$ cat src/rtl/wrr_grant_arbiter_pkg.sv
// Shared types and helpers for the weighted round-robin grant arbiter.
// onehot_to_idx scans a fixed PICK_MAX_N-bit vector, so N is limited to 32.
package arb_pkg;

  localparam int unsigned WEIGHT_W   = 4;
  localparam int unsigned PICK_MAX_N = 32;

  typedef logic [WEIGHT_W-1:0] weight_t;

  typedef enum logic {
    ST_IDLE  = 1'b0,
    ST_OWNED = 1'b1
  } arb_state_t;

  // Index width that never collapses to zero bits for tiny N.
  function automatic int unsigned clog2_min1(input int unsigned n);
    return (n < 2) ? 1 : $clog2(n);
  endfunction

  // Position of the lowest set bit; 0 when the vector is empty.
  function automatic int unsigned onehot_to_idx(input logic [PICK_MAX_N-1:0] v);
    int unsigned r;
    logic        found;
    r     = 0;
    found = 1'b0;
    for (int unsigned i = 0; i < PICK_MAX_N; i++) begin
      if (!found && v[i]) begin
        r     = i;
        found = 1'b1;
      end
    end
    return r;
  endfunction

endpackage

$ cat src/rtl/wrr_grant_arbiter_rr_pick.sv
// Combinational rotating priority encoder: first set req bit strictly after
// start, wrapping N-1 -> 0; start itself is considered last.
module rr_pick
  import arb_pkg::*;
#(
  parameter  int unsigned N  = 8,
  localparam int unsigned IW = clog2_min1(N)
) (
  input  logic [N-1:0]  req,
  input  logic [IW-1:0] start,
  output logic [IW-1:0] idx,
  output logic          any_req
);

  logic [2*N-1:0]        dbl;
  logic [PICK_MAX_N-1:0] rot;
  int unsigned           sp;
  int unsigned           off;

  assign dbl     = {req, req};
  assign any_req = |req;

  // Rotate so bit 0 of rot is agent start+1, then take the lowest set bit.
  always_comb begin
    sp         = 32'(start) + 1;
    rot        = '0;
    rot[N-1:0] = dbl[sp +: N];
    off        = onehot_to_idx(rot);
    idx        = IW'((sp + off) % N);
  end

endmodule

$ cat src/rtl/wrr_grant_arbiter.sv
// Weighted round-robin arbiter: a grant is held for up to weight[i] acked
// beats and hands over to the next requester in the same edge it releases.
module wrr_grant_arbiter
  import arb_pkg::*;
#(
  parameter  int unsigned N  = 8,
  parameter  int unsigned WW = 4,
  localparam int unsigned IW = clog2_min1(N)
) (
  input  logic            clk,
  input  logic            rst,
  input  logic [N-1:0]    req,
  input  logic [N*WW-1:0] weight,
  input  logic            ack,
  output logic [N-1:0]    gnt,
  output logic            gnt_valid,
  output logic [IW-1:0]   gnt_idx,
  output logic            gnt_last
);

  arb_state_t    state_q, state_d;
  logic [N-1:0]  gnt_q,   gnt_d;
  logic [IW-1:0] owner_q, owner_d;
  logic [WW-1:0] credit_q, credit_d;
  logic [IW-1:0] last_q,  last_d;

  logic [IW-1:0] pick_start;
  logic [IW-1:0] pick_idx;
  logic          pick_any;
  logic [WW-1:0] wsel;
  logic          credit_one;
  logic          release_now;
  logic          load;

  // Idle searches past the frozen pointer; an owner searches past itself.
  assign pick_start = (state_q == ST_OWNED) ? owner_q : last_q;

  rr_pick #(.N(N)) u_pick (
    .req     (req),
    .start   (pick_start),
    .idx     (pick_idx),
    .any_req (pick_any)
  );

  assign wsel        = weight[int'(pick_idx)*WW +: WW];
  assign credit_one  = (credit_q == WW'(1));
  assign release_now = (state_q == ST_OWNED) && ((ack && credit_one) || !req[owner_q]);

  always_comb begin
    state_d  = state_q;
    gnt_d    = gnt_q;
    owner_d  = owner_q;
    credit_d = credit_q;
    last_d   = last_q;
    load     = 1'b0;

    case (state_q)
      ST_IDLE: begin
        if (pick_any) load = 1'b1;
      end
      ST_OWNED: begin
        if (release_now) begin
          if (pick_any) begin
            load = 1'b1;
          end else begin
            state_d  = ST_IDLE;
            gnt_d    = '0;
            owner_d  = '0;
            credit_d = '0;
          end
        end else if (ack) begin
          credit_d = credit_q - WW'(1);
        end
      end
      default: ;
    endcase

    if (load) begin
      state_d         = ST_OWNED;
      gnt_d           = '0;
      gnt_d[pick_idx] = 1'b1;
      owner_d         = pick_idx;
      credit_d        = (wsel == '0) ? WW'(1) : wsel;
      last_d          = pick_idx;
    end
  end

  always_ff @(posedge clk or posedge rst) begin
    if (rst) begin
      state_q  <= ST_IDLE;
      gnt_q    <= '0;
      owner_q  <= '0;
      credit_q <= '0;
      last_q   <= IW'(N - 1);
    end else begin
      state_q  <= state_d;
      gnt_q    <= gnt_d;
      owner_q  <= owner_d;
      credit_q <= credit_d;
      last_q   <= last_d;
    end
  end

  assign gnt       = gnt_q;
  assign gnt_valid = (state_q == ST_OWNED);
  assign gnt_idx   = owner_q;
  assign gnt_last  = gnt_valid && credit_one;

  a_gnt_onehot: assert property (@(posedge clk) disable iff (rst) $onehot0(gnt_q));
  a_valid_gnt:  assert property (@(posedge clk) disable iff (rst) gnt_valid == (|gnt_q));

endmodule
$ cat config.mk
export PLATFORM = sky130hd
export DESIGN_NAME = wrr_grant_arbiter
export DESIGN_NICKNAME = d
export VERILOG_FILES = /design/src/rtl/wrr_grant_arbiter_pkg.sv /design/src/rtl/wrr_grant_arbiter_rr_pick.sv /design/src/rtl/wrr_grant_arbiter.sv
export SDC_FILE = /design/constraint.sdc
export NUM_CORES = 1
export LEC_CHECK = 0
export ABC_AREA = 1
export CORE_UTILIZATION = 48
export DETAILED_ROUTE_END_ITERATION = 10
export PLACE_DENSITY = 0.81
export SYNTH_ARGS = -nofsm -noshare
export SYNTH_HDL_FRONTEND = slang
export SYNTH_SLANG_ARGS = --single-unit
$ cat constraint.sdc
create_clock -name clk -period 4 [get_ports clk]
set_input_delay 0.8 -clock clk [delete_from_list [all_inputs] [get_ports clk]]
set_output_delay 0.8 -clock clk [all_outputs]
set_load 0.1 [all_outputs]
==> out/results.ini, run 1 <==
[status]
status = complete, no violations

[route]
dr.pass1.iters = 4
wl_met1_mm = 2.19
wl_per_cell_um = 12.8
wl_met3_um = 295
dr_wl_met2_mm = 2.37
drt_iter0_markers = 157
drt-total-wl_mm = 4.91
vias = 2098
routed.top_layer = met4
ant_nets = 0
viasPerCell = 5.46
drc = 0

[cts]
cts-root-buf = clkbuf_8
cts_setup_buffers = 0
clock-sinks = 19
cts_hold_buf = 0
clk_path_buf_depth = 2
numCtsBuffers = 3
cts_tree = yes
clock_latency_ns = 0.26
cts.clk_slew.worst_paths_ns = 0.07
cts-htree-levels = 1

[synthesis]
ys_warn_count = 0
ys_seq_elements = 19
avgSynthCellArea_um2 = 6.86
ys_types = 33
synthCells = 280
ys_seq_area_share_pct = 25.0
synth_area_um2 = 1920
synth_fp_nets = 328

[layout]
nNetsFinal = 385
layout-drive-gt1-share_pct = 14.0
syn_to_final_growth_pct = 33.8
fill_cells = 344
ff_latch_area_um2 = 479
diodes = 0
final_cell_mix = nand2_1, clkdlybuf4s50_1, nand3_1
multiInputGateArea_um2 = 1310
final_common_cell = nand2_1
stdcell_count = 384

[critical_path]
arrival_ns = 3.94
criticalPathCategory = in2reg
cpMaxStageDelayCell = clkdlybuf4s50_1
required_ns = 4.19
crit_family = simple AND/OR/NAND/NOR gates
worstSetupStartpointType = input port
path_cells = clkdlybuf4s50_1, nand3_1, nand3_1, nand2_1, nand2_1, nand2_2, nand2_2, nor2_8, nand4_4, nand3_1, ha_1, fa_1, clkinv_1, buf_4, a21oi_1, a32o_1, nand3_1, nand2_1, nand3_1, nand2_1, nand2_1, a21oi_2
cp.buffers_inverters = 3
cp_max_fo = 18
cp-end-kind = flip-flop
cp_slowest_stage_delay_ns = 0.57

[sta]
drv_slew = 0
fin_crit_sh_pct = 93.7
fmax_ghz = 0.267
final_hold_viol_count = 0
relSlewSlack_pct = 34.8
setup_viol = 0
worst_pin_slew_ns = 0.975
setup_tns_ns = 0
rsz0062_at_grt = false
period_needed_ns = 3.75
fin_skew_ns = 0.00859

[die]
num_rows = 22
initial_core_util_pct = 51.3
placeableCoreArea_um2 = 3740
ioPinCount = 56
chipWidth_um = 65.3
die_h_um = 65.3
design.die.area_um2 = 4260

[placement]
placed_cells = 380
dp_hpwl_mm = 3.88
place.gp.congestion = 0.859
io_buffers = 55

[global_route]
antenna_found_initial = 0
grt_max_degree = 20
grt_usage_pct = 25.1
gr-total-overflow = 0
grt_pass1_wl_mm = 8.47
grt_pass1_vias = 1953

[flow_run]
maxCapViolations = 0

[min_path]
hp-class = reg2reg

-- synth_stat cells, drive strengths merged --
cell type  count  area, um^2
xnor2          1        8.76
a22oi          1        7.51
buf            1        11.3
o21ai         24         154
nand2        105         494
dfstp          3        78.8
nand3         49         255
a21oi         16        83.8
ha             4        50.1
inv           24        95.1
xor2           3        26.3
nor4           2        12.5
nand4          2        27.5
clkinv         3        11.3
o2111ai        1        8.76
nor2          10        53.8
dfrtp         16         400
o31ai          1        12.5
a32o           8        80.1
clkbuf         5        28.8
fa             1        20.0
-- cell families (layout without fill, tap and decap cells) --
logic type	Yosys count	count (layout)	synth area share, %
buf+inv	33	89	7.62
flops	19	19	25.0
simple gates	168	168	43.9
fa+ha+maj	5	5	3.65
compound gates	51	51	18.0
xor+xnor	4	4	1.82
-- what timing repair did --
item,CTS,global route
endpoints found under the setup margin,0,1
resized for setup,0,4
hold endpoints to repair,0,0
-- state kept, by name, indices dropped and copies added (netlist names) --
name	cells
credit_q	4
gnt_valid	1
gnt_idx	3
last_q	3
gnt	8
-- tightest hold or removal path, stage by stage (launching register included) --
cell	delay, ns
dfrtp_1	0.35
nand2_1	0.05
o21ai_0	0.06
-- through the flow --
stage	utilization, %	instance area [um^2]	setup WS (ns)	hold slack (ns)
final	68.6	2570	0.254	0.489
after global routing	68.6	2570	0.00919	0.520
after CTS	68.2	2550	0.226	0.499
after detailed placement	67.0	2510	-0.00671	0.479
after global placement	67.0	2510	0.0662	0.470
after floorplan	-	1920	0.0978	0.466
-- area by class of cell --
type | count | share of cell area [%]
clock inverters | 1 | 0.195
clock buffers | 3 | 1.61
multi-input cells | 228 | 50.9
well taps | 48 | 2.34
flip-flops and latches | 19 | 18.6
inverters | 27 | 4.14
repair buffers | 58 | 22.2
-- final timing paths --
check	startpoint	to	slack (ns)	cells after the start
worst max-delay path	req[3]	credit_q[0]	0.25	22
worst min-delay path	gnt[5]	gnt[5]	0.49	2
worst max register to register	gnt_valid	credit_q[0]	0.31	21
worst min register to register	gnt[5]	gnt[5]	0.49	2
max in group asynchronous	rst	gnt[7]	2.60	2
min in group asynchronous	rst	gnt[6]	0.95	2
-- per-layer routing --
layer / up-vias / GRT usage, %
met3: 6 / 3.65
met4: 0 / 5.71
met1: 951 / 33.2
met2: 86 / 43.0
met5: - / 0
li1: 1055 / -
Power of run 1 is left out: the tool's default activity adds up to more than one toggle a clock period on the data nets, which glitch-free logic cannot reach.
==> inputs of run 2 (changes only) <==
- CAP_MARGIN: unset -> 20
- PLACE_DENSITY: 0.81 -> unset
- PLACE_DENSITY_LB_ADDON: unset -> 0.15
==> run 2 against run 1 <==
- critical endpoint unchanged
- wire length fell by 0.59%
- worst hold slack got worse by 0.00076 ns
- die area did not move
- count of clock-buffer cells in the layout rose by 1
==> out/results.ini, run 2 (synthesis gave the netlist of run 1 again) <==
[status]
status = complete, no violations

[sta]
fmax_ghz = 0.267  ; about the same
rsz0062_at_grt = false
worst_pin_slew_ns = 0.969  ; -0.00560 ns
relSlewSlack_pct = 35.2  ; +0.37 points
fin_crit_sh_pct = 93.6  ; about the same
setup_tns_ns = 0  ; unchanged
setup_ws_ns = 0.256  ; +0.00270 ns
final_hold_viol_count = 0  ; unchanged
setup_viol = 0  ; unchanged
fin_skew_ns = 0.00622  ; -0.00238 ns
period_needed_ns = 3.74  ; -0.00270 ns
drv_slew = 0  ; unchanged

[route]
dr.pass1.iters = 4  ; unchanged
drc = 0  ; unchanged
ant_nets = 0  ; unchanged
viasPerCell = 5.43  ; -0.52%
drt_iter0_markers = 211  ; +34%
drt-total-wl_mm = 4.88  ; -0.59%
vias = 2087  ; -0.52%
wl_per_cell_um = 12.7  ; -0.59%

[critical_path]
worstSetupPathDepth = 22  ; unchanged
r2r_start = gnt_valid
r2r_setup_slack_ns = 0.54  ; +0.23 ns
cp-end-kind = flip-flop
reg2reg_to = credit_q[0]
arrival_ns = 3.94  ; about the same
path_cells = clkdlybuf4s50_1, inv_1, nand3_1, nand3_1, nand3_1, nand2_2, nand2_4, nor2_8, nand4_4, nand3_1, ha_1, fa_1, clkinv_1, buf_4, a21oi_1, a32o_1, nand3_1, nand2_1, nand3_1, nand2_1, nand2_1, a21oi_2
cp.buffers_inverters = 4  ; +1
critPathCapture = credit_q[0]
criticalPathCategory = in2reg
crit_family = simple AND/OR/NAND/NOR gates
worstSetupStartpointType = input port
cp_max_fo = 18  ; unchanged
startpoint = req[0]
cpMaxStageDelayCell = clkdlybuf4s50_1
required_ns = 4.19  ; about the same
ff2ff_path_depth = 21  ; unchanged
cp_slowest_stage_delay_ns = 0.54  ; -0.03 ns
cp_common_cell = nand3_1

[cts]
clock_latency_ns = 0.26  ; about the same
cts_resized = 0  ; unchanged
cts-htree-levels = 1  ; unchanged
cts_hold_buf = 0  ; unchanged
clk_path_buf_depth = 2  ; unchanged
clock-sinks = 19  ; unchanged
cts-root-buf = clkbuf_8
numCtsBuffers = 3  ; unchanged
cts_setup_buffers = 0  ; unchanged
cts.clk_slew.worst_paths_ns = 0.07  ; about the same
cts_tree = yes

[global_route]
grt_pass1_wl_mm = 8.27  ; -2.4%
grt_pass1_vias = 1883  ; -3.6%
antenna_found_initial = 0  ; unchanged
grt_usage_pct = 24.3  ; -0.79 points
gr-total-overflow = 0  ; unchanged
grt_max_degree = 20  ; unchanged

[placement]
placed_cells = 380  ; unchanged
dp_hpwl_mm = 3.96  ; +1.9%
place_ws_ns = 0.0196  ; +0.0263 ns
place.gp.congestion = 0.853  ; -0.76%
io_buffers = 55  ; unchanged

[layout]
largest_register_ffs = 8  ; unchanged
fin_util_pct = 68.2  ; -0.40 points
final_common_cell = nand2_1
multiInputGateArea_um2 = 1290  ; -0.96%
ff_latch_area_um2 = 480  ; +0.26%
nNetsFinal = 385  ; unchanged
syn_to_final_growth_pct = 33.0
stdcell_count = 384  ; unchanged
final_cell_mix = nand2_1, clkdlybuf4s50_1, nand3_1
diodes = 0  ; unchanged
layout-drive-gt1-share_pct = 13.1  ; -0.89 points
fill_cells = 326  ; -5.2%

[die]
num_rows = 22  ; unchanged
chipWidth_um = 65.3  ; unchanged
die_h_um = 65.3  ; unchanged
ioPinCount = 56  ; unchanged
design.die.area_um2 = 4260  ; unchanged
placeableCoreArea_um2 = 3740  ; unchanged
initial_core_util_pct = 51.3  ; unchanged

[flow_run]
maxCapViolations = 0  ; unchanged

[min_path]
hp-class = reg2reg

[run 2: changes by cell type in the layout (fill, tap and decap cells not counted)]
cell	change
nand3_1	+2
clkinv_2	-1
clkdlybuf4s50_1	+1
nor2_1	+1
nor2_2	-1
nand3_2	-2
dlymetal6s2s_1	-1
clkbuf_1	+1
dfrtp_2	+1
dfrtp_1	-1
[run 2: area by class of cell]
type / count / area share, %
multi-input cells: 228 / 50.7
repair buffers: 58 / 22.2
flip-flops and latches: 19 / 18.8
inverters: 27 / 4.16
well taps: 48 / 2.35
clock buffers: 4 / 1.76
[run 2: per-stage QoR]
| stage | hold WS [ns] | cell area, um^2 |
|---|---|---|
| CTS | 0.493 | 2550 |
| global placement | 0.475 | 2510 |
| detailed placement | 0.477 | 2510 |
| finish | 0.488 | 2550 |
| global route | 0.513 | 2550 |
| floorplan | 0.466 | 1920 |
[run 2: per-layer routing]
metal	routed length, um	global-route usage (%)	up-vias
li1	-	-	1059
met1	2220	31.4	940
met2	2300	41.8	82
met3	319	4.86	6
met4	42	5.16	0
met5	0	0	-
[run 2: how the worst min path moves through the flow]
stage               from  depth (start not counted)  slack, ns        end
2_1_floorplan  last_q[2]                          2       0.47  last_q[2]
3_3_place_gp      gnt[3]                          2       0.47     gnt[3]
3_5_place_dp      gnt[7]                          2       0.48     gnt[7]
4_1_cts        last_q[2]                          2       0.49  last_q[2]
5_1_grt           gnt[3]                          2       0.51     gnt[3]
6_report       last_q[2]                          2       0.49  last_q[2]
[run 2: worst reg2reg max path: cells and delay by family, from the launching register on]
family / cells / cell delay (ns)
compound gates: 3 / 0.39
fa+ha+maj: 2 / 0.73
buf+inv: 3 / 0.37
flops: 1 / 0.60
simple gates: 13 / 1.31
Power of run 2 is left out for the same reason.
